<file path="config.mk">
export PLATFORM = sky130hd
export DESIGN_NAME = mem_arbiter
export DESIGN_NICKNAME = d
export VERILOG_FILES = /design/src/rtl/mem_arbiter_pkg.sv /design/src/rtl/mem_arbiter_rr2.sv /design/src/rtl/mem_arbiter.sv
export SDC_FILE = /design/constraint.sdc
export NUM_CORES = 1
export LEC_CHECK = 0
export CORE_ASPECT_RATIO = 1.75
export CORE_MARGIN = 1.5
export CORE_UTILIZATION = 44
export DETAILED_ROUTE_END_ITERATION = 12
export PLACE_DENSITY = 0.95
export SETUP_SLACK_MARGIN = 0.02
export SYNTH_ARGS = -nofsm -noshare
export SYNTH_HDL_FRONTEND = slang
export SYNTH_SLANG_ARGS = --single-unit
</file>
<file path="constraint.sdc">
create_clock -name clk -period 5.2 [get_ports clk]
set_clock_uncertainty 0.15 [all_clocks]
set_input_delay 1.04 -clock clk [delete_from_list [all_inputs] [get_ports clk]]
set_output_delay 1.04 -clock clk [all_outputs]
set_load 0.05 [all_outputs]
</file>
<file path="src/rtl/mem_arbiter_pkg.sv">
// Shared constants and FSM encoding for the two-port memory arbiter.
package mem_arbiter_pkg;

    localparam int DEF_WORD_WIDTH = 32;
    localparam int DEF_MEM_NUM    = 105;

    typedef enum logic [1:0] {
        ARB_IDLE   = 2'd0,
        ARB_ACCESS = 2'd1,
        ARB_RESP   = 2'd2
    } arb_state_t;

endpackage

</file>
<file path="src/rtl/mem_arbiter_rr2.sv">
// Two-way round-robin picker: on a tie the port that was not granted
// last wins; sel is the index of the granted port.
module arb_rr2 (
    input  logic [1:0] req,
    input  logic       last,
    output logic [1:0] gnt,
    output logic       sel
);

    always_comb begin
        gnt = 2'b00;
        sel = 1'b0;
        unique case (req)
            2'b01: begin
                gnt = 2'b01;
                sel = 1'b0;
            end
            2'b10: begin
                gnt = 2'b10;
                sel = 1'b1;
            end
            2'b11: begin
                gnt = last ? 2'b01 : 2'b10;
                sel = ~last;
            end
            default: begin
                gnt = 2'b00;
                sel = 1'b0;
            end
        endcase
    end

endmodule

</file>
<file path="src/rtl/mem_arbiter.sv">
// Round-robin arbiter sharing one word-addressed memory between the
// fetch port (m0) and the load/store port (m1).
module mem_arbiter
    import mem_arbiter_pkg::*;
#(
    parameter int WORD_WIDTH = DEF_WORD_WIDTH,
    parameter int MEM_NUM    = DEF_MEM_NUM
) (
    input  logic                  clk,
    input  logic                  rst,
    input  logic                  m0_req,
    input  logic                  m0_we,
    input  logic [WORD_WIDTH-1:0] m0_addr,
    input  logic [WORD_WIDTH-1:0] m0_wdata,
    output logic                  m0_gnt,
    output logic                  m0_rvalid,
    output logic [WORD_WIDTH-1:0] m0_rdata,
    output logic                  m0_err,
    input  logic                  m1_req,
    input  logic                  m1_we,
    input  logic [WORD_WIDTH-1:0] m1_addr,
    input  logic [WORD_WIDTH-1:0] m1_wdata,
    output logic                  m1_gnt,
    output logic                  m1_rvalid,
    output logic [WORD_WIDTH-1:0] m1_rdata,
    output logic                  m1_err,
    output logic [WORD_WIDTH-1:0] mem_addr,
    output logic                  mem_r,
    output logic                  mem_w,
    output logic [WORD_WIDTH-1:0] mem_wdata,
    input  logic [WORD_WIDTH-1:0] mem_rdata
);

    arb_state_t            state;
    arb_state_t            state_nxt;
    logic                  last;
    logic                  cport;
    logic                  cwe;
    logic [WORD_WIDTH-1:0] caddr;
    logic [WORD_WIDTH-1:0] cwdata;
    logic [1:0]            pick;
    logic                  psel;
    logic                  arb_en;
    logic                  grant;
    logic                  acc;
    logic                  in_range;
    logic [WORD_WIDTH-1:0] rd_word;

    arb_rr2 u_rr (
        .req  ({m1_req, m0_req}),
        .last (last),
        .gnt  (pick),
        .sel  (psel)
    );

    // Gating with rst keeps a reset cycle from granting or touching MEM.
    assign arb_en   = (state != ARB_ACCESS) && !rst;
    assign grant    = arb_en && (pick != 2'b00);
    assign m0_gnt   = arb_en && pick[0];
    assign m1_gnt   = arb_en && pick[1];

    assign acc      = (state == ARB_ACCESS) && !rst;
    assign in_range = caddr < WORD_WIDTH'(MEM_NUM);
    assign rd_word  = in_range ? mem_rdata : '0;

    assign mem_addr  = acc ? caddr : '0;
    assign mem_r     = acc && !cwe && in_range;
    assign mem_w     = acc && cwe && in_range;
    assign mem_wdata = (acc && cwe) ? cwdata : '0;

    always_comb begin
        state_nxt = state;
        unique case (state)
            ARB_IDLE:   state_nxt = grant ? ARB_ACCESS : ARB_IDLE;
            ARB_ACCESS: state_nxt = ARB_RESP;
            ARB_RESP:   state_nxt = grant ? ARB_ACCESS : ARB_IDLE;
            default:    state_nxt = ARB_IDLE;
        endcase
    end

    always_ff @(posedge clk) begin
        if (rst) begin
            state <= ARB_IDLE;
        end else begin
            state <= state_nxt;
        end
    end

    always_ff @(posedge clk) begin
        if (rst) begin
            last   <= 1'b1;
            cport  <= 1'b0;
            cwe    <= 1'b0;
            caddr  <= '0;
            cwdata <= '0;
        end else if (grant) begin
            last   <= psel;
            cport  <= psel;
            cwe    <= psel ? m1_we : m0_we;
            caddr  <= psel ? m1_addr : m0_addr;
            cwdata <= psel ? m1_wdata : m0_wdata;
        end
    end

    // Only the selected port's response registers move; a write leaves rdata.
    always_ff @(posedge clk) begin
        if (rst) begin
            m0_rvalid <= 1'b0;
            m0_rdata  <= '0;
            m0_err    <= 1'b0;
            m1_rvalid <= 1'b0;
            m1_rdata  <= '0;
            m1_err    <= 1'b0;
        end else begin
            m0_rvalid <= 1'b0;
            m1_rvalid <= 1'b0;
            if (state == ARB_ACCESS) begin
                if (!cport) begin
                    m0_rvalid <= 1'b1;
                    m0_err    <= !in_range;
                    if (!cwe) begin
                        m0_rdata <= rd_word;
                    end
                end else begin
                    m1_rvalid <= 1'b1;
                    m1_err    <= !in_range;
                    if (!cwe) begin
                        m1_rdata <= rd_word;
                    end
                end
            end
        end
    end

endmodule

</file>
### After elaboration in Yosys (flattened, before gate mapping)

Cells that the tools add are included.
W data, S select, Z words.

| operators by class | value |
|---|---|
| reductions and logical operators | 20 |
| multiplexer cells | 13 |
| order comparisons | 1 |
| equal/unequal tests | 6 |
| bitwise gates (word level) | 4 |

Operators with widths:

| kind | number |
|---|---|
| $mux W32 | 5 |
| $lt A32 B7 Y1 const B | 1 |
| $logic_and A1 B1 Y1 | 9 |
| $eq A2 B2 Y1 const B | 3 |
| $pmux W2 S3 | 1 |
| $reduce_and A3 Y1 | 2 |
| $eq A2 B1 Y1 const B | 2 |
| $mux W1 | 4 |
| $not A1 Y1 | 4 |
| $pmux W2 S2 | 1 |
| $reduce_and A2 Y1 | 2 |
| $reduce_or A2 Y1 | 2 |
| $logic_not A1 Y1 | 3 |
| $logic_not A2 Y1 | 1 |
| $mux W2 | 1 |
| $ne A2 B1 Y1 const B | 1 |
| $pmux W1 S2 | 1 |
| $reduce_bool A2 Y1 | 1 |

| word-level totals | value |
|---|---|
| output and inout port bits | 136 |
| bits of input ports | 166 |
| word-level logic and storage cells | 56 |
| flip-flop bits (word level) | 137 |

### Depth between registers and ports, before layout

Gate-level depths: netlist (run 1).

| logic depth | value |
|---|---|
| depth in word-level cells | 6 |
| depth in mapped cells | 6 |
| depth with buffers taken out | 4 |

### Hierarchy

From an unflattened synthesis (run 1), not the netlist that was laid out.

| second synthesis, totals | value |
|---|---|
| cell total of the unflattened synthesis | 678 |
| area total of the unflattened synthesis | 6162.2 um2 |

By module, submodules not included:

| module | cells each | area an instance (um2) | instances | sequential area each (um2) |
|---|---|---|---|---|
| mem_arbiter | 674 | 6135.9 | 1 | 2742.6 |
| arb_rr2 | 4 | 26.3 | 1 | 0.0 |

### Worst setup path before layout (run 1)

Ideal clock, no wire load.

| path | value |
|---|---|
| path type | input-to-output |
| from | in rst |
| to | out mem_r |
| path buffers | 2 |
| data arrival time | 2941 ps |
| setup slack | 1069 ps |
| cell stages on the path | 3 |
| data required time | 4010 ps |
| cell sequence | buf_2 clkbuf_1 nor4_1 |

| on the way | value |
|---|---|
| longest elaborated chain between the ends | 4 |

RTL lines:

| item | line | text |
|---|---|---|
| start: declaration | mem_arbiter.sv:10 | `input logic rst,` |
| $logic_not A1 Y1 | mem_arbiter.sv:62 | `assign acc = (state == ARB_ACCESS) && !rst;` |
| $logic_and A1 B1 Y1 | mem_arbiter.sv:62 |  |
| $logic_and A1 B1 Y1 (2 in series) | mem_arbiter.sv:67 | `assign mem_r = acc && !cwe && in_range;` |
| end: declaration | mem_arbiter.sv:28 | `output logic mem_r,` |

Every way passes these cells.

### Worst setup path after layout (run 1)

| path | value |
|---|---|
| from | in rst |
| to | out mem_wdata[13] |

| on the way | value |
|---|---|
| longest elaborated chain between the ends | 4 |

RTL lines:

| item | line | text |
|---|---|---|
| $logic_not A1 Y1 | mem_arbiter.sv:62 |  |
| $logic_and A1 B1 Y1 | mem_arbiter.sv:62 |  |
| $logic_and A1 B1 Y1 | mem_arbiter.sv:69 | `assign mem_wdata = (acc && cwe) ? cwdata : '0;` |
| $mux W32 | mem_arbiter.sv:69 |  |
| end: declaration | mem_arbiter.sv:30 | `output logic [WORD_WIDTH-1:0] mem_wdata,` |

Every way passes these cells.

==> results of run 1 <==
==> through the flow <==
stage                     area [um^2]  hold WS, ns  power (mW)
final                            9650        0.301        2.75
after global routing             9650        0.329        2.86
after CTS                        9650        0.306        2.78
after detailed placement         9060        0.296        1.59
after global placement           9060        0.287        1.58
after floorplan                  6150        0.268        1.39
==> state kept, by name (all words and copies together) (netlist names) <==
| register | count |
|---|---|
| cwe | 1 |
| cwdata | 32 |
| m1_rvalid | 1 |
| cport | 1 |
| m0_rvalid | 1 |
| m0_err | 1 |
| m1_rdata | 32 |
| caddr | 32 |
| last | 1 |
| state | 2 |
| m1_err | 1 |
| m0_rdata | 32 |
==> cells in the final DEF (no fill, tap or decap), types with 2 or more instances in the layout <==
master,synthesis,layout
clkdlybuf4s50_1,0,300
dfxtp_1,137,137
nor2_1,70,69
and3_1,67,67
nand3_1,65,65
mux2i_1,65,65
a211oi_1,65,65
o31ai_1,64,64
nand2_1,35,35
clkbuf_16,0,17
buf_4,12,11
nor4_1,5,5
inv_6,0,5
clkinv_4,0,4
nor3_1,3,3
inv_8,0,3
nand2b_1,2,2
a21oi_1,2,2
==> worst max-delay path by stage <==
stage / startpoint / to / depth (start not counted)
2_1_floorplan: rst / mem_r / 3
3_3_place_gp: rst / mem_w / 5
3_5_place_dp: rst / mem_wdata[13] / 5
4_1_cts: caddr[17] / mem_r / 6
5_1_grt: caddr[20] / mem_r / 6
6_report: rst / mem_wdata[13] / 5
==> per-layer routing <==
metal	up-vias	GRT usage, %	routed length, um
li1	3004	-	-
met1	2747	26.4	6730
met2	249	47.3	10400
met3	54	6.64	1230
met4	0	14.5	911
met5	-	0	0
==> power by group through the flow <==
stage,clock network [mW],registers (mW),logic [mW]
2_1_floorplan,0,1.15,0.240
3_3_place_gp,0,1.16,0.414
3_5_place_dp,0,1.16,0.423
4_1_cts,1.21,1.14,0.425
5_1_grt,1.25,1.15,0.459
6_report,1.18,1.14,0.423
==> logic make-up after synthesis <==
family          Yosys count
simple gates            259
flops                   137
compound gates          136
buf+inv                  77
mux                      65
==> layout make-up <==
class	count	area, um^2
Antenna cell	1	2.50
Clock buffer	18	439
Clock inverter	14	150
Fill cell	1017	4120
Inverter	2	8.76
Multi-Input combinational cell	460	2990
Sequential cell	137	2740
Tap cell	177	221
Timing Repair Buffer	312	3090
==> out/metrics.cfg, run 1 <==
[status]
status=complete, no violations

[yosys]
ys_top_cells_by_count=dfxtp_1, nor2_1, and3_1
synth_top_family_by_area=simple AND/OR/NAND/NOR gates
synth_compound_area_share_pct=16.5
synth_fp_nets=840
synthMuxAreaShare_pct=10.6
yosys-top-cells-area=dfxtp_1, mux2i_1, a211oi_1
synth.avg_cell_area_um2=9.12
synth-edff-count=0
synth_seq_cells=137
synth-simple-area-share_pct=21.2
yosysWarnings=0
synth_xor_area_share_pct=0
netlist_instances=674
yosysTopAreaCell=dfxtp_1
async_reset_ff_share_pct=0
synth_ff_type=dfxtp_1
synthAdderAreaFrac_pct=0
ys_types=38
synth_area_mm2=0.00615
seq_area_frac_synth_pct=44.6
synth_most_common_cell=dfxtp_1
synth_top_area_share_pct=44.6

[critical_path]
path_class=in -> out
r2r_slack_ns=2.49
timing.critical_path.cells=buf_2 -> nor2_2 -> buf_4 -> and3_1 -> clkdlybuf4s50_1
rr_startpoint=cwe
critPathArrivalTime_ns=3.00
cp.required_ns=4.01
r2r_cells=3
crit_path_max_fanout=22
cp_num_buf_inv=3
critPathMaxStageDelay_ns=0.82
timing.rr.end=m0_rdata[20]
critPathCaptureType=output pin
crit_family=buffers and inverters
cp-start-kind=input port
cp_slowest_cell=clkdlybuf4s50_1

[drt]
avgRoutedWirePerCell_um=17.2
vias_per_cell=5.40
drt_first_pass_iters=4
ant_nets=0
drc=0
drtIter0Drc=272
vias=6054
totalWireLength_mm=19.3

[final_layout]
finalNonFillerCells=1121
drive_above_1_share_pct=5.83
finish.utilization_pct=70.1
synthToLayoutAreaGrowth_pct=57.0
nets=1096

[floorplanning]
die_w_um=92.3
die_y_um=159
initial_core_util_pct=44.7
ios=302
rows=57
dieArea_mm2=0.0147
core_area_mm2=0.0138

[sta]
fmax_mhz=239
hold_viol_final=0
worst_slew_pin_slew_ns=1.22
slew-limit-headroom_pct=18.7
post-route-period-util_pct=80.5
fin_ws_ns=1.01
setup_violations=0
rsz0062_at_grt=false
drv_slew=0
tns_ns=0
layout_min_cycle_time_ns=4.19

[cts]
postCtsResizedCells=0
htree_levels=4
clk_latency_ns=0.40
cts_buffer_depth=2
ctsRootBufferMaster=clkbuf_16
tritoncts=done
clk_pin_slew_ns=0.06
cts_made_buffers=17
post-cts-setup-buffers=0
clock_sink_count=137
hold_buffers=0

[pwr]
p_sw_uw=746
p_comb_share_pct=15.4
p_sw_share_pct=27.2
p_leak_nw=3.72
p_clk_share_pct=43.1
vdd_ir_drop_max_mv=0.183
p_int_mw=2.00
power_density_mw_per_mm2=285
seqPwrFrac_pct=41.5

[global_route]
grt_pass1_vias=6158
grt_remaining_overflow=0
grt_max_degree=100
grt_pass1_wl_mm=30.3
antenna_found_initial=1
track_usage_pct=26.1

[worst_hold_path]
worstHoldPathType=reg -> reg
hold_depth=1
min_from=state[0]
worstHoldEndpoint=state[0]

[placement]
port_buffers=301
place_congestion=0.852
dp_cells=1088
place.detailed.hpwl_mm=14.2
dp_slack_ns=1.01

[run]
max_cap_viol_count=0

Note: power is estimated with default switching activity, not from simulation.
==> run 2, diff against run 1 <==
CORE_UTILIZATION = 37   (was 44)
PLACE_DENSITY = 0.86   (was 0.95)
clock period = 3.51 ns   (was 5.2 ns; I/O delays follow)
==> out/metrics.cfg, run 2 (synthesized netlist as in run 1, its figures left out) <==
[status]
status=complete, no violations

[cts]
clock_sink_count=137
cts_buffer_depth=2
post-cts-setup-buffers=0
cts_made_buffers=17
htree_levels=4
clk_pin_slew_ns=0.06
hold_buffers=0
postCtsResizedCells=0
ctsRootBufferMaster=clkbuf_16
clk_latency_ns=0.40
tritoncts=done

[sta]
tns_ns=0
fmax_mhz=321
slew-limit-headroom_pct=25.6
post-route-period-util_pct=88.7
layout_min_cycle_time_ns=3.11
setup_violations=0
hold_viol_final=0
whs_ns=0.297
drv_slew=0
rsz0062_at_grt=false
fin_ws_ns=0.396
worst_slew_pin_slew_ns=1.11

[final_layout]
drive_above_1_share_pct=12.7
antennaDiodeCount=0
synthToLayoutAreaGrowth_pct=62.2
finalNonFillerCells=1167
layout_commonest_cell=clkdlybuf4s50_1
finish.utilization_pct=60.9
fillers=1346
layout_common_cells=clkdlybuf4s50_1, dfxtp_1, nor2_1
design_area_mm2=0.00997
nets=1096

[critical_path]
path_class=in -> out
critPathArrivalTime_ns=2.26
critPathCaptureType=output pin
cp.required_ns=2.66
crit_path_max_fanout=4
cp-start-kind=input port

[global_route]
track_usage_pct=22.1
antenna_found_initial=0
grt_pass1_vias=5836
grt_remaining_overflow=0
grt_pass1_wl_mm=30.0
grt_max_degree=99

[placement]
dp_cells=1135
post_dp_cell_area_mm2=0.00941
port_buffers=301
dp_slack_ns=0.394
place_congestion=0.818
place.detailed.hpwl_mm=14.3

[floorplanning]
die_w_um=100
core_area_mm2=0.0164
initial_core_util_pct=37.5
rows=62
ios=302
dieArea_mm2=0.0174
die_y_um=173

[drt]
ant_nets=0
drt_first_pass_iters=4
avgRoutedWirePerCell_um=16.7
drtIter0Drc=219
totalWireLength_mm=19.5
drc=0
vias=6062
vias_per_cell=5.19

[pwr]
p_leak_nw=3.93
vdd_ir_drop_max_mv=0.250
p_total_mw=4.02
power_density_mw_per_mm2=403

[worst_hold_path]
worstHoldPathType=reg -> reg

[run]
max_cap_viol_count=0

==> run 2: cell types whose count changed in the layout (fill, tap and decap cells not counted), sizes merged, moves of 3 or more <==
cell           delta
clkdlybuf4s50    -67
clkinvlp          +3
inv               -5
buf              +67
==> run 2: worst max-delay path, cell delays in order <==
cell	delay, ns
clkdlybuf4s50_1	0.57
nand3_1	0.12
inv_1	0.07
clkdlybuf4s50_1	0.79
==> run 2: power breakdown <==
group / internal, mW / switching, mW
Sequential: 1.63 / 0.0586
Clock: 0.983 / 0.713
Combinational: 0.315 / 0.319
==> run 2: worst paths after layout <==
kind            start     endpoint  slack (ns)  depth (start not counted)
max            m0_req       m0_gnt        0.40                          4
min reg2reg  state[0]     state[0]        0.30                          1
max reg2reg       cwe  m0_rdata[3]        1.12                          4
min          state[0]     state[0]        0.30                          1
==> run 2: cell type report <==
type	count	area, um^2	area share [%]
inverter	2	8.76	0.0879
sequential	137	2740	27.5
timing repair buffer	312	3390	34.0
tap	224	280	2.81
clock inverter	13	123	1.23
clock buffer	19	433	4.34
multi-input combinational	460	2990	30.0
==> run 2: layer usage <==
metal | global-route usage [%] | up-vias | part of all wire [%]
met3 | 4.44 | 44 | 5.0
met5 | 0 | - | 0
met4 | 10.9 | 0 | 3.8
li1 | - | 2994 | -
met2 | 40.2 | 251 | 54
met1 | 23.8 | 2773 | 37
==> run 3, diff against run 2 <==
CORE_UTILIZATION = 44   (was 37)
DONT_BUFFER_PORTS = 1   (was unset)
PLACE_DENSITY = 0.7   (was 0.86)
SETUP_SLACK_MARGIN = unset   (was 0.02)
==> out/metrics.cfg, run 3 (synthesized netlist as in run 1, its figures left out) <==
[pwr]
p_leak_nw=2.79
power_density_mw_per_mm2=553
vdd_ir_drop_max_mv=0.283

[cts]
ctsRootBufferMaster=clkbuf_16
htree_levels=4
tritoncts=done
cts_buffer_depth=2
clock_sink_count=137
hold_buffers=0
cts_made_buffers=17
clk_latency_ns=0.40
clk_pin_slew_ns=0.06
post-cts-setup-buffers=0
postCtsResizedCells=0

[sta]
post-route-period-util_pct=82.2
rsz0062_at_grt=false
fmax_mhz=347
tns_ns=0
setup_violations=0
drv_slew=0
hold_viol_final=0
layout_min_cycle_time_ns=2.89
worst_slew_pin_slew_ns=1.02
slew-limit-headroom_pct=31.8

[final_layout]
layout_commonest_cell=dfxtp_1
antennaDiodeCount=0
drive_above_1_share_pct=12.6
synthToLayoutAreaGrowth_pct=12.0
nets=828
design_area_mm2=0.00688
layout_common_cells=dfxtp_1, nor2_1, and3_1

[critical_path]
rr_startpoint=cwe
cp.required_ns=2.66
cp-start-kind=flip-flop
path_class=reg -> out
r2r_slack_ns=1.20
r2r_cells=4
critPathArrivalTime_ns=2.03
critPathCaptureType=output pin
crit_path_max_fanout=33
timing.rr.end=m0_rdata[23]

[placement]
place.detailed.hpwl_mm=11.5
port_buffers=0
post_dp_cell_area_mm2=0.00631
place_congestion=0.800

[floorplanning]
core_area_mm2=0.0138
die_y_um=159
die_w_um=92.3
dieArea_mm2=0.0147
rows=57
initial_core_util_pct=44.7
ios=302

[drt]
vias_per_cell=5.94
route.layer.met1.wl_mm=6.44
totalWireLength_mm=16.1
met2WireLength_mm=8.22
ant_nets=0
top_layer=met4
drc=0
avgRoutedWirePerCell_um=18.9
wl_met3_mm=1.01
vias=5051
drtIter0Drc=190
drt_first_pass_iters=5

[global_route]
grt_max_degree=106
grt_remaining_overflow=0
antenna_found_initial=0
grt_pass1_wl_mm=24.9
track_usage_pct=21.3
grt_pass1_vias=4852

[worst_hold_path]
worstHoldEndpoint=caddr[10]
min_from=rst
hold_depth=1
worstHoldPathType=in -> reg

[run]
max_cap_viol_count=0

[status]
status=complete, no violations

==> run 3: critical path: stages (launching register included) <==
cell     delay, ns
dfxtp_1       0.36
nor2b_2       0.36
buf_4         0.37
and3_1        0.53
==> run 3: how the worst max path moves through the flow <==
stage / slack (ns) / end / cells after the start / start
detailed placement: 0.86 / mem_addr[29] / 2 / rst
global route: 0.53 / mem_addr[3] / 3 / state[0]
CTS: 0.57 / mem_w / 5 / caddr[20]
finish: 0.62 / mem_addr[25] / 3 / state[0]
floorplan: 0.06 / mem_r / 3 / rst
global placement: 0.93 / mem_addr[20] / 2 / rst
==> run 3: report_power, final <==
part	switching, mW	internal [mW]
registers	0.0719	1.63
logic	0.252	0.134
clock network	0.660	1.06
total	0.984	2.82
==> run 3: per-stage QoR <==
stage          util, %  worst slack (ns)  power (mW)  std cells  hold WS, ns
4_1_cts           50.0             0.570        3.85        850        0.200
6_report          50.0             0.624        3.80        850        0.221
3_5_place_dp      45.9             0.862        2.12        820        0.312
2_1_floorplan        -            0.0553        2.06        674        0.268
5_1_grt           50.0             0.529        3.97        850        0.196
3_3_place_gp      45.9             0.929        2.10        820        0.277
==> run 3: area by class of cell <==
cell class	instances	area, um^2
clock inverter	12	129
clock buffer	18	439
fill	1296	6880
inverter	2	8.76
multi-input combinational	460	3000
timing repair buffer	44	343
sequential	137	2740
tap	177	221
==> run 3: metal layers <==
metal,track usage (%),up-vias
met5,0,-
met4,8.53,0
met3,5.78,38
met2,36.9,243
met1,24.4,2314
li1,-,2456
